--- src/rtl/pwm_ramp_ctrl_pkg.sv ---
`default_nettype none
// ============================================================================
// Module      : pwm_ramp_ctrl_pkg
// Description : Shared constants, ramp FSM state encoding and the target
//               clamp helper for the PWM ramp controller.
// Revision    : 1.0 - initial release
// ============================================================================
package pwm_ramp_ctrl_pkg;

    // One PWM period is PERIOD clock cycles; duty is expressed in percent.
    localparam int unsigned PERIOD   = 100;
    localparam int unsigned DUTY_MAX = 100;

    // Widths of the period counter and of a duty value (0..100 fits 7 bits).
    localparam int unsigned c_CNT_W  = 7;
    localparam int unsigned c_DUTY_W = 7;

    typedef enum logic [1:0] {
        ST_IDLE  = 2'd0,
        ST_UP    = 2'd1,
        ST_DOWN  = 2'd2,
        ST_DWELL = 2'd3
    } ramp_state_t;

    // Requested targets above full scale saturate at 100 %.
    function automatic logic [c_DUTY_W-1:0] clamp_duty(input logic [c_DUTY_W-1:0] pct);
        logic [c_DUTY_W-1:0] res;
        if (pct > c_DUTY_W'(DUTY_MAX)) begin
            res = c_DUTY_W'(DUTY_MAX);
        end else begin
            res = pct;
        end
        return res;
    endfunction

endpackage
`default_nettype wire

--- src/rtl/pwm_core.sv ---
`default_nettype none
// ============================================================================
// Module      : pwm_core
// Description : PWM period counter and comparator. The counter runs
//               0..PERIOD-1; o_period_end flags the last count of a period
//               and o_pwm is the registered result of (count < duty).
// Ports       : clk          - clock, rising edge
//               rst          - synchronous active-high reset
//               i_duty       - duty in percent, 0..100
//               o_period_end - high while the counter holds its last value
//               o_pwm        - registered PWM waveform
// Revision    : 1.0 - initial release
// ============================================================================
module pwm_core
    import pwm_ramp_ctrl_pkg::*;
(
    input  logic                clk,
    input  logic                rst,
    input  logic [c_DUTY_W-1:0] i_duty,
    output logic                o_period_end,
    output logic                o_pwm
);

    localparam logic [c_CNT_W-1:0] c_CNT_LAST = c_CNT_W'(PERIOD - 1);

    logic [c_CNT_W-1:0] r_cnt_q;
    logic [c_CNT_W-1:0] w_cnt_d;
    logic               r_pwm_q;
    logic               w_pwm_d;
    logic               w_last;

    assign w_last = (r_cnt_q == c_CNT_LAST);

    always_comb begin
        w_cnt_d = r_cnt_q + c_CNT_W'(1);
        if (w_last) begin
            w_cnt_d = '0;
        end
        // Duty 100 keeps the output high for every count 0..99, duty 0 never
        // asserts it, so the extremes are flat without special-casing.
        w_pwm_d = (r_cnt_q < i_duty);
    end

    always_ff @(posedge clk) begin
        if (rst) begin
            r_cnt_q <= '0;
            r_pwm_q <= 1'b0;
        end else begin
            r_cnt_q <= w_cnt_d;
            r_pwm_q <= w_pwm_d;
        end
    end

    assign o_period_end = w_last;
    assign o_pwm        = r_pwm_q;

endmodule
`default_nettype wire

--- src/rtl/pwm_ramp_ctrl.sv ---
`default_nettype none
// ============================================================================
// Module      : pwm_ramp_ctrl
// Description : PWM generator whose duty ramps toward a requested target in
//               STEP-percent increments, holding each intermediate duty for
//               HOLD PWM periods. Duty changes only at period boundaries.
// Ports       : clk_in     - sole clock, rising edge
//               rst        - synchronous active-high reset
//               req        - one-cycle request to ramp to target
//               target     - requested duty in percent (101..127 clamp to 100)
//               busy       - high while a ramp is in progress
//               done       - one-cycle pulse when the latched target is reached
//               duty_cur   - duty currently applied, 0..100
//               period_end - pulse on the last count of each PWM period
//               pwm_out    - registered PWM waveform
// Revision    : 1.0 - initial release
// ============================================================================
module pwm_ramp_ctrl
    import pwm_ramp_ctrl_pkg::*;
#(
    parameter int unsigned STEP = 10,
    parameter int unsigned HOLD = 4
) (
    input  logic                clk_in,
    input  logic                rst,
    input  logic                req,
    input  logic [c_DUTY_W-1:0] target,
    output logic                busy,
    output logic                done,
    output logic [c_DUTY_W-1:0] duty_cur,
    output logic                period_end,
    output logic                pwm_out
);

    localparam logic [c_DUTY_W-1:0] c_STEP7     = c_DUTY_W'(STEP);
    localparam logic [7:0]          c_STEP8     = 8'(STEP);
    localparam logic [7:0]          c_HOLD_LAST = 8'(HOLD - 1);

    ramp_state_t         r_state_q;
    ramp_state_t         w_state_d;
    logic [c_DUTY_W-1:0] r_duty_q;
    logic [c_DUTY_W-1:0] w_duty_d;
    logic [c_DUTY_W-1:0] r_tgt_q;
    logic [c_DUTY_W-1:0] w_tgt_d;
    logic [7:0]          r_hold_q;
    logic [7:0]          w_hold_d;
    logic                r_done_q;
    logic                w_done_d;

    logic [c_DUTY_W-1:0] w_req_tgt;
    logic                w_at_tgt;
    logic                w_dir_up;
    logic                w_up_hits;
    logic                w_dn_hits;
    logic                w_period_end;

    pwm_core u_pwm_core (
        .clk          (clk_in),
        .rst          (rst),
        .i_duty       (r_duty_q),
        .o_period_end (w_period_end),
        .o_pwm        (pwm_out)
    );

    assign w_req_tgt = clamp_duty(target);
    assign w_at_tgt  = (r_duty_q == r_tgt_q);
    assign w_dir_up  = (r_tgt_q > r_duty_q);

    // The step limits are evaluated on 8 bits so duty+STEP and tgt+STEP can
    // exceed 100 without wrapping; the chosen result always lies between the
    // current duty and the target, so it fits back into 7 bits.
    assign w_up_hits = ({1'b0, r_duty_q} + c_STEP8) >= {1'b0, r_tgt_q};
    assign w_dn_hits = {1'b0, r_duty_q} <= ({1'b0, r_tgt_q} + c_STEP8);

    always_comb begin
        w_state_d = r_state_q;
        w_duty_d  = r_duty_q;
        w_tgt_d   = r_tgt_q;
        w_hold_d  = r_hold_q;
        w_done_d  = 1'b0;

        if (req) begin
            // A request is accepted in every state. Mid-ramp it replaces the
            // target, restarts the dwell and picks the direction so the next
            // boundary already steps toward the new target.
            w_tgt_d  = w_req_tgt;
            w_hold_d = '0;
            if (w_req_tgt > r_duty_q) begin
                w_state_d = ST_UP;
            end else if (w_req_tgt < r_duty_q) begin
                w_state_d = ST_DOWN;
            end else begin
                w_state_d = ST_IDLE;
                w_done_d  = 1'b1;
            end
            // A ramp that has just landed still reports completion even if a
            // new request arrives in the same cycle.
            if ((r_state_q == ST_DWELL) && w_at_tgt) begin
                w_done_d = 1'b1;
            end
        end else begin
            case (r_state_q)
                ST_IDLE: begin
                end
                ST_UP: begin
                    if (w_period_end) begin
                        w_duty_d  = w_up_hits ? r_tgt_q : (r_duty_q + c_STEP7);
                        w_hold_d  = '0;
                        w_state_d = ST_DWELL;
                    end
                end
                ST_DOWN: begin
                    if (w_period_end) begin
                        w_duty_d  = w_dn_hits ? r_tgt_q : (r_duty_q - c_STEP7);
                        w_hold_d  = '0;
                        w_state_d = ST_DWELL;
                    end
                end
                ST_DWELL: begin
                    if (w_at_tgt) begin
                        // Final step landed: finish right away, no dwell.
                        w_state_d = ST_IDLE;
                        w_done_d  = 1'b1;
                    end else if (r_hold_q >= c_HOLD_LAST) begin
                        // HOLD-1 boundaries have passed; UP/DOWN then steps on
                        // the HOLD-th one, so each intermediate duty is
                        // applied for exactly HOLD whole periods.
                        w_hold_d  = '0;
                        w_state_d = w_dir_up ? ST_UP : ST_DOWN;
                    end else if (w_period_end) begin
                        w_hold_d = r_hold_q + 8'd1;
                    end
                end
                default: begin
                    w_state_d = ST_IDLE;
                end
            endcase
        end
    end

    always_ff @(posedge clk_in) begin
        if (rst) begin
            r_state_q <= ST_IDLE;
            r_duty_q  <= '0;
            r_tgt_q   <= '0;
            r_hold_q  <= '0;
            r_done_q  <= 1'b0;
        end else begin
            r_state_q <= w_state_d;
            r_duty_q  <= w_duty_d;
            r_tgt_q   <= w_tgt_d;
            r_hold_q  <= w_hold_d;
            r_done_q  <= w_done_d;
        end
    end

    assign busy       = (r_state_q != ST_IDLE);
    assign done       = r_done_q;
    assign duty_cur   = r_duty_q;
    assign period_end = w_period_end;

endmodule
`default_nettype wire
--- config.mk ---
export PLATFORM = sky130hd
export DESIGN_NAME = pwm_ramp_ctrl
export DESIGN_NICKNAME = d
export VERILOG_FILES = /design/src/rtl/pwm_ramp_ctrl_pkg.sv /design/src/rtl/pwm_core.sv /design/src/rtl/pwm_ramp_ctrl.sv
export SDC_FILE = /design/constraint.sdc
export NUM_CORES = 1
export LEC_CHECK = 0
export BUFFER_PORTS_ARGS = -buffer_cell sky130_fd_sc_hd__buf_4
export CAP_MARGIN = 20
export CORE_MARGIN = 8
export CORE_UTILIZATION = 45
export CTS_CLUSTER_DIAMETER = 100
export CTS_CLUSTER_SIZE = 40
export DETAILED_ROUTE_END_ITERATION = 7
export PLACE_DENSITY = 0.69
export SYNTH_ARGS = -nofsm -noshare
export SYNTH_HDL_FRONTEND = slang
export SYNTH_SLANG_ARGS = --single-unit
--- constraint.sdc ---
create_clock -name clk_in -period 3.3 [get_ports clk_in]
set_input_delay 0.66 -clock clk_in [delete_from_list [all_inputs] [get_ports clk_in]]
set_output_delay 0.66 -clock clk_in [all_outputs]
set_load 0.01 [all_outputs]
==> results_dict.tcl <==
set metrics [dict create \
    holdPathStages 1 \
    synthMuxAreaShare 0.03427 \
    synth_compound_area_frac 0.2161 \
    drt_iter0_markers 243 \
    p_leak_nw 1.229 \
    nNetsFinal 379 \
    fp.coreArea_um2 5781 \
    cts_tree "yes" \
    cts_inserted_buffers 5 \
    antennaDiodeCount 0 \
    synthTopCellsByCount "ha_1, dfxtp_1, nor2_1" \
    synth_edf_count 0 \
    clk_pin_slew_ns 0.08 \
    hp-class "flop to flop" \
    gp_congestion 0.9550 \
    path_buf_inv 1 \
    synth_top_family_by_area "compound AO/OA/AOI/OAI gates" \
    hold_ws_ns 0.4635 \
    post-dp-hpwl_um 5027 \
    area_delta_synth_final_pct 12.23 \
    holdPathEnd "u_pwm_core.r_cnt_q[0]" \
    final_cells 403 \
    grt_max_degree 18 \
    r2r-start "duty_cur[1]" \
    synth_top_cell_area_share 0.2513 \
    worstPathRequired_ns 3.49 \
    start_util 0.4548 \
    ys_seq_elements 33 \
    die_area_um2 8543 \
    slew_violations 0 \
    vias_per_cell 5.804 \
    status "completed" \
    portBuffers 20 \
    ant_nets 0 \
    die_y_um 92.43 \
    crit_cells 8 \
    startpoint_type "flop" \
    finalHoldViolations 0 \
    place_area_um2 2835 \
    cp_common_cell "ha_1" \
    async_flop_share 0 \
    first_pass_iters 5 \
    ir_drop_mv 0.2211 \
    grt_usage 0.1602 \
    io_pins 21 \
    wl_um 6545 \
    first_global_vias 2285 \
    synth-simple-area-share 0.1856 \
    synth_xor_area_frac 0.05997 \
    synth-main-ff-cell "dfxtp_1" \
    grt_pass1_wl_um 11030 \
    grt-ovfl-total 0 \
    routedWlPerCell_um 16.24 \
    clock.fmax_ghz 0.3470 \
    rows 28 \
    final.min_clock_period_ns 2.882 \
    finalCritPeriodShare 0.8733 \
    setup_viol 0 \
    synth_most_common_cell "ha_1" \
    yosysSeqAreaShare 0.2513 \
    design_area_um2 2950 \
    slew_headroom 0.4515 \
    placed_cells 395 \
    cts_root_buffer "clkbuf_8" \
    num_vias 2339 \
    max_cap_violations 0 \
    drc 0 \
    cts_resized 0 \
    synth_cell_type_count 48 \
    clkSinkCount 33 \
    synth_fa_ha_area_frac 0.1999 \
    drive_gt1_frac 0.1250 \
    tightest_slew_ns 0.8158 \
    netlist_instances 310 \
    rsz0062_at_grt "no" \
    end_kind "flop" \
    tns_ns 0 \
    synth_area_leaders "dfxtp_1, ha_1, xnor2_1, nor2_1, inv_1" \
    cts_hold_buffers 0 \
    die-width_um 92.43 \
    antenna_found_initial 0 \
    power.density_nw_per_um2 426.4 \
    cpPeakStageDelay_ns 0.48 \
    cts_max_level 2 \
    crit_family "compound AO/OA/AOI/OAI gates" \
    fin_skew_ns 0.006287 \
    yosys.area.top_type "dfxtp_1" \
    clockBufferDepth 2 \
    worstHoldStart "u_pwm_core.r_cnt_q[0]" \
    syn_nets 362 \
    cp_slowest_cell "dfxtp_1" \
    r2r_slack_ns 0.42 \
    post_cts_buffers 0 \
    synth.avg_cell_area_um2 8.480 \
    r2r.worst_path.cells 8 \
    fin_util 0.5104 \
    syn-cell-area_um2 2629 \
    synth_warnings 0 \
    clock_latency_ns 0.29 \
    rr_endpoint "duty_cur[5]" \
    cp.arrival_ns 3.07 \
    worstSetupPathType "flop to flop" \
    cp_max_fo 8 \
    crit_chain "inv_1 > ha_1 > ha_1 > a211o_1 > a31oi_1 > o21ai_0 > o211a_1 > a32o_1" \
]
-- how the worst max path moves through the flow --
stage | startpoint | to | slack [ns]
6_report | duty_cur[1] | duty_cur[5] | 0.42
3_5_place_dp | duty_cur[1] | duty_cur[5] | 0.48
5_1_grt | duty_cur[1] | duty_cur[5] | 0.28
3_3_place_gp | duty_cur[1] | duty_cur[5] | 0.52
2_1_floorplan | duty_cur[4] | duty_cur[5] | 0.69
4_1_cts | duty_cur[1] | duty_cur[5] | 0.45
-- registers in the layout, summed over array words and instances (netlist names) --
name                flops
u_pwm_core.o_pwm        1
r_state_q               2
u_pwm_core.r_cnt_q      7
r_hold_q                8
r_tgt_q                 7
duty_cur                7
done                    1
-- final cells by class --
cell class / instances / area [µm²]
multi-input cells: 240 / 1829
flip-flops and latches: 33 / 660.6
clock inverters: 3 / 46.29
fillers: 576 / 2830
inverters: 27 / 101.3
clock buffers: 5 / 68.82
repair buffers: 20 / 150.1
well taps: 75 / 93.84
-- report_power, final --
group	internal (mW)	leakage, nW	switching [mW]
registers	0.420	0.269	0.0356
logic	0.173	0.906	0.233
clock network	0.226	0.0543	0.171
-- cell usage in the layout (no fill, tap or decap), drive strengths merged, types with 3 or more instances in the layout --
cell	n
ha	42
dfxtp	33
nor2	30
inv	27
buf	20
a21oi	18
xnor2	15
nand3	14
o21ai	11
nand2	10
o211ai	9
mux2i	9
nor3	8
and3	7
a211oi	7
a31oi	6
o2111ai	5
clkbuf	5
nor2b	4
a21o	4
o21a	4
xor2	3
nand2b	3
or2	3
and4	3
a41oi	3
-- per-stage QoR --
stage / setup WS, ns / power [mW]
6_report: 0.4181 / 1.258
5_1_grt: 0.2770 / 1.331
4_1_cts: 0.4509 / 1.260
3_5_place_dp: 0.4757 / 0.8629
3_3_place_gp: 0.5173 / 0.8581
2_1_floorplan: 0.6857 / 0.7457
-- cell families (layout without fill, tap and decap cells) --
logic type | Yosys count | after routing
AOI/OAI and AO/OA | 80 | 80
xor gates and xnor gates | 18 | 18
adders and majority gates | 42 | 42
buffers and inverters | 37 | 55
DFF | 33 | 33
muxes | 9 | 9
and+or+nand+nor | 91 | 91
-- per-layer routing --
layer	wire length [µm]	vias to the layer above	share of wire	track usage
met5	0	-	0	0
met4	125	0	0.019	0.06309
met3	331	9	0.051	0.03722
met2	3011	85	0.46	0.2682
met1	3077	1076	0.47	0.1935
li1	-	1169	-	-
No activity file was read; power rests on OpenSTA's default activity.
